File: src/rtl/wbu_regfile_if.sv
// rtl/wbu_regfile_if.sv - write-back bundle, decode read ports and halt status of wbu_regfile
interface wbu_regfile_if #(
    parameter int XLEN = 64
);
    logic            mmu_valid;
    logic [4:0]      mmu_index_rd;
    logic            mmu_wb_en;
    logic [XLEN-1:0] mmu_wb_data;
    logic            mmu_ebreak;
    logic [4:0]      idu_index_rs1;
    logic [4:0]      idu_index_rs2;
    logic [XLEN-1:0] gpr_data1;
    logic [XLEN-1:0] gpr_data2;
    logic            wbu_halt;
    logic [XLEN-1:0] wbu_exit_code;
    logic [63:0]     wbu_retired;
    logic [1:0]      wbu_state;

    modport master (
        output mmu_valid, mmu_index_rd, mmu_wb_en, mmu_wb_data, mmu_ebreak,
        output idu_index_rs1, idu_index_rs2,
        input  gpr_data1, gpr_data2, wbu_halt, wbu_exit_code, wbu_retired, wbu_state
    );

    modport slave (
        input  mmu_valid, mmu_index_rd, mmu_wb_en, mmu_wb_data, mmu_ebreak,
        input  idu_index_rs1, idu_index_rs2,
        output gpr_data1, gpr_data2, wbu_halt, wbu_exit_code, wbu_retired, wbu_state
    );
endinterface

File: src/rtl/wbu_regfile.sv
// rtl/wbu_regfile.sv - write-back stage, 32-entry GPR file with bypassed reads and ebreak halt sequencer
module wbu_regfile #(
    parameter int          XLEN          = 64,
    parameter int          DRAIN_CYCLES  = 2,
    parameter logic [63:0] RETIRED_RESET = 64'd0
) (
    input  logic          clk,
    input  logic          rstn,
    wbu_regfile_if.slave  bus
);
    localparam logic [1:0] ST_RUN     = 2'd0;
    localparam logic [1:0] ST_DRAIN   = 2'd1;
    localparam logic [1:0] ST_HALTED  = 2'd2;
    localparam logic [3:0] DRAIN_LOAD = 4'(DRAIN_CYCLES - 1);

    logic [XLEN-1:0] r_gpr [32];
    logic [1:0]      r_state;
    logic [3:0]      r_drain_cnt;
    logic            r_halt;
    logic [XLEN-1:0] r_exit_code;
    logic [63:0]     r_retired;

    logic w_run;
    logic w_retire;
    logic w_commit;

    assign w_run    = (r_state == ST_RUN);
    assign w_retire = w_run && bus.mmu_valid;
    assign w_commit = w_retire && bus.mmu_wb_en && (bus.mmu_index_rd != 5'd0);

    // Entry 0 is reset and never written, but reads of x0 are still forced to zero explicitly
    assign bus.gpr_data1 = (bus.idu_index_rs1 == 5'd0) ? '0 :
                           (w_commit && bus.idu_index_rs1 == bus.mmu_index_rd) ? bus.mmu_wb_data :
                           r_gpr[bus.idu_index_rs1];
    assign bus.gpr_data2 = (bus.idu_index_rs2 == 5'd0) ? '0 :
                           (w_commit && bus.idu_index_rs2 == bus.mmu_index_rd) ? bus.mmu_wb_data :
                           r_gpr[bus.idu_index_rs2];

    always_ff @(posedge clk or negedge rstn) begin
        if (!rstn) begin
            for (int i = 0; i < 32; i++) begin
                r_gpr[i] <= '0;
            end
        end else if (w_commit) begin
            r_gpr[bus.mmu_index_rd] <= bus.mmu_wb_data;
        end
    end

    always_ff @(posedge clk or negedge rstn) begin
        if (!rstn) begin
            r_retired <= RETIRED_RESET;
        end else if (w_retire) begin
            r_retired <= r_retired + 64'd1;
        end
    end

    // x10 is sampled from the array at the last DRAIN edge, so an ebreak that writes a0 is already visible
    always_ff @(posedge clk or negedge rstn) begin
        if (!rstn) begin
            r_state     <= ST_RUN;
            r_drain_cnt <= 4'd0;
            r_halt      <= 1'b0;
            r_exit_code <= '0;
        end else begin
            case (r_state)
                ST_RUN: begin
                    if (bus.mmu_valid && bus.mmu_ebreak) begin
                        r_state     <= ST_DRAIN;
                        r_drain_cnt <= DRAIN_LOAD;
                    end
                end
                ST_DRAIN: begin
                    if (r_drain_cnt == 4'd0) begin
                        r_state     <= ST_HALTED;
                        r_halt      <= 1'b1;
                        r_exit_code <= r_gpr[10];
                    end else begin
                        r_drain_cnt <= r_drain_cnt - 4'd1;
                    end
                end
                ST_HALTED: begin
                    r_state <= ST_HALTED;
                end
                default: begin
                    r_state <= ST_RUN;
                end
            endcase
        end
    end

    assign bus.wbu_halt      = r_halt;
    assign bus.wbu_exit_code = r_exit_code;
    assign bus.wbu_retired   = r_retired;
    assign bus.wbu_state     = r_state;
endmodule
File: src/flat_wrapper.sv
// flat-port wrapper written by rule: the top's interface ports become plain ports
module wbu_regfile_flat 
#(
    parameter int          XLEN          = 64,
    parameter int          DRAIN_CYCLES  = 2,
    parameter logic [63:0] RETIRED_RESET = 64'd0
)
  (clk, rstn, bus_mmu_valid, bus_mmu_index_rd, bus_mmu_wb_en, bus_mmu_wb_data, bus_mmu_ebreak, bus_idu_index_rs1, bus_idu_index_rs2, bus_gpr_data1, bus_gpr_data2, bus_wbu_halt, bus_wbu_exit_code, bus_wbu_retired, bus_wbu_state);
  wbu_regfile_if #(.XLEN(XLEN)) bus_i ();
  input  logic clk;
  input  logic rstn;
  input wire logic [$bits(bus_i.mmu_valid)-1:0] bus_mmu_valid;
  input wire logic [$bits(bus_i.mmu_index_rd)-1:0] bus_mmu_index_rd;
  input wire logic [$bits(bus_i.mmu_wb_en)-1:0] bus_mmu_wb_en;
  input wire logic [$bits(bus_i.mmu_wb_data)-1:0] bus_mmu_wb_data;
  input wire logic [$bits(bus_i.mmu_ebreak)-1:0] bus_mmu_ebreak;
  input wire logic [$bits(bus_i.idu_index_rs1)-1:0] bus_idu_index_rs1;
  input wire logic [$bits(bus_i.idu_index_rs2)-1:0] bus_idu_index_rs2;
  output wire logic [$bits(bus_i.gpr_data1)-1:0] bus_gpr_data1;
  output wire logic [$bits(bus_i.gpr_data2)-1:0] bus_gpr_data2;
  output wire logic [$bits(bus_i.wbu_halt)-1:0] bus_wbu_halt;
  output wire logic [$bits(bus_i.wbu_exit_code)-1:0] bus_wbu_exit_code;
  output wire logic [$bits(bus_i.wbu_retired)-1:0] bus_wbu_retired;
  output wire logic [$bits(bus_i.wbu_state)-1:0] bus_wbu_state;
  assign bus_i.mmu_valid = bus_mmu_valid;
  assign bus_i.mmu_index_rd = bus_mmu_index_rd;
  assign bus_i.mmu_wb_en = bus_mmu_wb_en;
  assign bus_i.mmu_wb_data = bus_mmu_wb_data;
  assign bus_i.mmu_ebreak = bus_mmu_ebreak;
  assign bus_i.idu_index_rs1 = bus_idu_index_rs1;
  assign bus_i.idu_index_rs2 = bus_idu_index_rs2;
  assign bus_gpr_data1 = bus_i.gpr_data1;
  assign bus_gpr_data2 = bus_i.gpr_data2;
  assign bus_wbu_halt = bus_i.wbu_halt;
  assign bus_wbu_exit_code = bus_i.wbu_exit_code;
  assign bus_wbu_retired = bus_i.wbu_retired;
  assign bus_wbu_state = bus_i.wbu_state;
  wbu_regfile #(.XLEN(XLEN), .DRAIN_CYCLES(DRAIN_CYCLES), .RETIRED_RESET(RETIRED_RESET)) u_core (.clk(clk), .rstn(rstn), .bus(bus_i));
endmodule
File: config.mk
export PLATFORM = sky130hd
export DESIGN_NAME = wbu_regfile_flat
export DESIGN_NICKNAME = d
export VERILOG_FILES = /design/src/rtl/wbu_regfile_if.sv /design/src/rtl/wbu_regfile.sv /design/src/flat_wrapper.sv
export SDC_FILE = /design/constraint.sdc
export NUM_CORES = 2
export LEC_CHECK = 0
export CAP_MARGIN = 20
export CELL_PAD_IN_SITES_DETAIL_PLACEMENT = 1
export CELL_PAD_IN_SITES_GLOBAL_PLACEMENT = 1
export CORE_MARGIN = 1.5
export CORE_UTILIZATION = 48
export CTS_CLUSTER_SIZE = 28
export DETAILED_ROUTE_END_ITERATION = 6
export PLACE_DENSITY = 0.78
export SYNTH_ARGS = -nofsm -noshare
export SYNTH_HDL_FRONTEND = slang
export SYNTH_SLANG_ARGS = --single-unit
File: constraint.sdc
create_clock -name clk -period 3 [get_ports clk]
set_clock_uncertainty 0.15 [all_clocks]
set_input_delay 0.6 -clock clk [delete_from_list [all_inputs] [get_ports clk]]
set_output_delay 0.6 -clock clk [all_outputs]
set_load 0.05 [all_outputs]
Word-level counts from Yosys, hierarchy flattened
Cells that the tools add are included.
{"block": "word_totals", "register_bits": 2183, "in_bits": 84, "output_inout_bits": 259}
{"block": "op_classes", "n_addsub": 2, "n_lt_le_gt_ge": 4, "n_eq_ne": 7, "muxes": 19, "bitwise": 3, "reduce_logical": 16}
{"operator": "2048-bit bitwise mux", "n": 1}
{"operator": "64-bit binary-select mux with 5-bit select", "n": 2}
{"operator": "64-bit two-way mux", "n": 9}
{"operator": "64-bit demux with 5-bit select", "n": 1}
{"operator": "64-bit by 1-bit adder with 64-bit output, second input constant", "n": 1}
{"operator": "6-bit greater-or-equal comparator, second input constant", "n": 3}
{"operator": "5-bit inverter with 6-bit output", "n": 3}
{"operator": "5-bit equality test", "n": 2}
{"operator": "5-bit logical NOT", "n": 2}
{"operator": "4-bit two-way mux", "n": 2}
{"operator": "4-bit one-hot mux with 2 select lines", "n": 1}
{"operator": "1-bit logical AND", "n": 7}
{"operator": "6-bit by 1-bit < comparator with 1-bit output, second input constant", "n": 1}
{"operator": "2-bit one-hot mux with 3 select lines", "n": 1}
{"operator": "5-bit nonzero test", "n": 1}
{"operator": "4-bit logical NOT", "n": 1}
{"operator": "2-bit two-way mux", "n": 2}
{"operator": "2-bit inequality test, second input constant", "n": 2}
{"operator": "2-bit AND reduction", "n": 2}
{"operator": "4-bit by 1-bit subtractor with 4-bit output, second input constant", "n": 1}
{"operator": "3-bit AND reduction", "n": 1}
{"operator": "2-bit by 1-bit equality test with 1-bit output, second input constant", "n": 1}
{"operator": "2-bit equality test, second input constant", "n": 1}
{"operator": "2-bit logical NOT", "n": 1}
{"operator": "2 further kinds", "n": 2}

Logic depth before layout (Yosys ltp)
{"block": "depth", "depth_word": 7, "depth_mapped": 10, "mapped_depth_nobuf": 7}

Least setup slack after synthesis
OpenSTA, ideal clock, no wires.
{"block": "synth_path", "path_type": "input to output", "startpoint": "in bus_mmu_index_rd[0]", "endpoint": "out bus_gpr_data1[2]", "arrival_ns": 3.193, "t_required_ns": 2.250, "setup_slack_ns": -0.943, "cell_stages": 7, "cell_sequence": "buf_2 -> or4_4 -> o211a_4 -> nand2_1 -> clkbuf_1 -> o2111ai_1 -> o21ai_0"}
{"block": "synth_via", "elab_chain_cells": 5, "elab_cells_between_ends": 6, "classes_between": "eq/ne: 1; mux: 2; reduce/logical: 3"}
{"item": "from (decl)", "line": "flat_wrapper.sv:13", "rtl": "input wire logic [$bits(bus_i.mmu_index_rd)-1:0] bus_mmu_index_rd;"}
{"item": "5-bit nonzero test", "line": "wbu_regfile.sv:29", "rtl": "assign w_commit = w_retire && bus.mmu_wb_en && (bus.mmu_index_rd != 5'd0);"}
{"item": "1-bit logical AND", "line": "wbu_regfile.sv:29"}
{"item": "1-bit logical AND (*)", "line": "wbu_regfile.sv:33", "rtl": "(w_commit && bus.idu_index_rs1 == bus.mmu_index_rd) ? bus.mmu_wb_data :"}
{"item": "64-bit two-way mux (*)", "line": "wbu_regfile.sv:33"}
{"item": "64-bit two-way mux (*)", "line": "wbu_regfile.sv:32", "rtl": "assign bus.gpr_data1 = (bus.idu_index_rs1 == 5'd0) ? '0 :"}
{"item": "to (decl)", "line": "flat_wrapper.sv:19", "rtl": "output wire logic [$bits(bus_i.gpr_data1)-1:0] bus_gpr_data1;"}
Every way passes the cells marked *; elsewhere a longest branch is shown, timed or not.

Final worst setup path
{"block": "layout_path", "startpoint": "reg u_core.r_state[1] (netlist: u_core.bus.wbu_state[1])", "endpoint": "out bus_gpr_data1[25]"}
{"block": "layout_via", "elab_chain_cells": 7}
{"item": "from (decl)", "line": "wbu_regfile.sv:17", "rtl": "logic [1:0] r_state;"}
{"item": "from (signal assigned)", "line": "wbu_regfile.sv:60", "rtl": "r_state <= ST_RUN;"}
{"item": "from (signal assigned)", "line": "wbu_regfile.sv:68", "rtl": "r_state <= ST_DRAIN;"}
{"item": "from (signal assigned)", "line": "wbu_regfile.sv:74", "rtl": "r_state <= ST_HALTED;"}
{"item": "2-bit logical NOT", "line": "wbu_regfile.sv:27", "rtl": "assign w_run = (r_state == ST_RUN);"}
{"item": "1-bit logical AND", "line": "wbu_regfile.sv:28", "rtl": "assign w_retire = w_run && bus.mmu_valid;"}
{"item": "1-bit logical AND (2 in a row)", "line": "wbu_regfile.sv:29"}
{"item": "1-bit logical AND", "line": "wbu_regfile.sv:33"}
{"item": "64-bit two-way mux", "line": "wbu_regfile.sv:33"}
{"item": "64-bit two-way mux", "line": "wbu_regfile.sv:32"}
Every way passes these cells.

==> summary.md <==
| Metric | Value |
|---|---|
| Fmax achieved | 0.242 GHz |
| Cells after Synth | 7,522 |
| DIE AREA | 240,000 sq um |
| CTS max path bufs | 3 |
| #FFs+latches synth | 2,183 |
| Synth-to-layout area growth | 28.0% |
| Drt total wl | 562,000 um |
| Synth warn | 0 |
| GRT Resource Usage Total | 45.9% |
| Top layer in use | met5 |
| Chip Width | 490 um |
| Placement row count | 178 |
| Post-route antenna net violation count | 0 |
| Fill cells | 20,600 |
| Asr flop ratio synth | 100% |
| Worst VDD drop | 0.610 mV |
| Avg WL per Cell | 47.1 um |
| Hold Vio Cnt, Final | 0 |
| Final Wtd Congestion | 0.958 |
| Clock Latency Late Sink | 0.95 ns |
| EDFF count, synth | 0 |
| Leading area contributor after synthesis | dfrtp_1 |
| Footprint of the multi-input gates | 58,300 sq um |
| Pwr Density | 652 nW/um^2 |
| Final worst path period need | 4.13 ns |
| Min Hold Slack | 0.0625 ns |
| Synthesized Nets | 7,612 |
| Violated checks | design-rule violations, negative setup slack |
| Endpoints failing setup | 403 |
| Post-synth top area share | 47.9% |
| Largest net degree at the start of global routing | 91 |
| Tcrit/Tclk final | 138% |
| First drt pass iteration count | 7 |
| Met3 Wirelength | 81,300 um |
| Vias | 91,800 |
| Starting Density | 48.4% |
| WL met1 | 179,000 um |
| Hpwl dp | 334,000 um |
| Vias in the first global route | 97,000 |
| Die height | 490 um |
| CTS tree | yes |
| Max-cap violations | 0 |
| RSZ-0062 raised after global routing | true |
| CTS Sinks | 2,183 |
| Post-synthesis sequential area ratio | 47.9% |
| Main synth FF type | dfrtp_1 |
| Most frequent cells in the layout | dfrtp_1, mux2_2, mux4_2 |
| # IOs | 343 |
| Clock-pin slew on the worst setup and hold paths | 0.06 ns |
| Grt ovf | 0 |
| Syn Std Cell Area | 114,000 sq um |
| Worst min path class | in2async |
| WP data required | 2.25 ns |
| Worst Tran Pin Value | 0.980 ns |
| Crit Path Max Fanout | 7 |
| WS Path Type | reg2out |
| Leakage Power | 65.6 nW |
| Worst Setup SP | u_core.bus.wbu_state[1] |
| CTS root buffer | clkbuf_16 |
| # port buffers | 342 |
| DRC | 8 |
| Nets@finish | 8,638 |
| FF+latch area | 54,600 sq um |
| Arrival @ worst endpoint | 3.38 ns |
| Via/cell ratio | 7.69 |
| Initial antenna violation count | 42 |
| Slew headroom | 34.1% |
| Final worst slack | -1.13 ns |
| Htree depth | 4 |
| Final Core Density | 61.9% |
| Iter 0 DRT Violations | 13,200 |
| Syn_area_per_cell | 15.1 sq um |
| CTS Buf Count | 232 |
| Status | finished with violations |
| Share of cells above drive strength 1 | 61.1% |
| Reg2reg start | u_core.bus.wbu_state[1] |
| Total core area | 236,000 sq um |
| Slew Limit Fails | 0 |
| Crit. End Element | primary output |
| Commonest non-fill, non-tap cell in the layout | dfrtp_1 |
| Post-synthesis cell type count | 71 |
| Type of origin of the critical path | flip-flop |
| Main area contributors after synthesis | dfrtp_1, mux2_2, mux4_2, o22ai_1, clkbuf_1 |
| Global-route wire length before repair | 782,000 um |
| DR WL met2 | 239,000 um |
## report_power, final
part	internal (W)	switching, W	total (W)
Sequential	0.0341	0.00511	0.0392
Combinational	0.0113	0.0117	0.0230
Clock	0.0186	0.0142	0.0328
Total	0.0641	0.0310	0.0950
## metal layers
layer	track usage, %	vias up
met1	52.6	47700
met3	20.5	3623
li1	-	31300
met5	0.357	-
met4	39.7	38
met2	65.3	9140
## timing repair
item,in CTS,in global routing
hold buffers,1,0
buffers inserted,42,26
cloned,4,2
pin swaps,64,66
gates resized for setup,268,120
setup endpoints to repair,145,139
endpoints found under the hold margin,250,0
## per-stage QoR
stage                     setup TNS (ns)  setup WS (ns)  area, sq um  instances  power (W)
after global placement           -433.74          -1.16       135000      11400     0.0578
after detailed placement         -518.57          -1.11       135000      11400     0.0595
final                            -133.64          -1.13       146000      11900     0.0950
after global routing             -133.77          -1.11       146000      11900     0.0964
after floorplan                   -10.82         -0.235       117000       7522     0.0504
after CTS                        -113.94         -0.986       145000      11900     0.0928
## path summary, 6_finish.rpt
check	slack [ns]	to	depth (start not counted)
worst min register to register	0.25	u_core.r_gpr[2044]	0
worst min-delay path	0.06	u_core.bus.wbu_retired[12]	2
min in group clk	0.25	u_core.r_gpr[2044]	0
worst max-delay path	-1.13	bus_gpr_data1[25]	11
max in group asynchronous	1.23	u_core.r_gpr[1778]	4
worst max register to register	-0.10	u_core.r_gpr[1456]	10
## area by class of cell
class                           instances  share of cell area, %
Clock inverter                        100                   1.10
Clock buffer                          333                   4.65
Tap cell                             3150                   2.70
Timing Repair Buffer                 1640                   14.0
Antenna cell                           43                 0.0738
Sequential cell                      2183                   37.5
Multi-Input combinational cell       4474                   40.0
Inverter                               17                 0.0438
## state kept, by name (all words and copies together), names as in the netlist
name                      cells
u_core.r_drain_cnt            4
u_core.bus.wbu_state          2
u_core.r_gpr               2048
u_core.bus.wbu_halt           1
u_core.bus.wbu_exit_code     64
u_core.bus.wbu_retired       64
## critical path, stage by stage, from the launching register on
cell,delay [ns]
dfrtp_2,0.37
inv_2,0.06
ha_4,0.15
and3_4,0.23
o211a_4,0.23
buf_8,0.17
a21oi_4,0.19
buf_12,0.28
buf_12,0.20
a22oi_2,0.08
o21ai_4,0.29
buf_12,0.18
## kinds of logic after synthesis
family,synth area share [%]
flip-flops,47.9
AO/OA/AOI/OAI,4.06
XOR/XNOR,0.561
AND/OR/NAND/NOR,2.63
multiplexers,41.3
buffers and inverters,3.45
adder cells (fa/ha/maj),0.0659
## synthesized netlist by cell type, types with 7 or more instances
cell type and instances:
nor2_1 91, a211oi_1 8, o22ai_1 314, inv_1 16, o221ai_1 13, o22a_1 14
and2_1 7, nor2b_1 23, nand4_1 16, mux4_2 1020, xor2_1 30, clkbuf_1 432
buf_6 8, and3_1 8, o21ai_0 98, mux2i_1 74, xnor2_1 43, nand3_1 93
buf_1 30, o2111a_1 18, or3_1 12, nand2_1 105, nor2_2 27, a22o_1 18
a21oi_1 24, or4_1 31, buf_2 319, or2_2 13, dfrtp_1 2183, a22oi_1 129
nor4_2 10, nor3_2 13, nor3_1 44, nand2b_1 19, mux2_2 2072, o21a_1 11
buf_4 58
(Power assumes the default switching activity.)
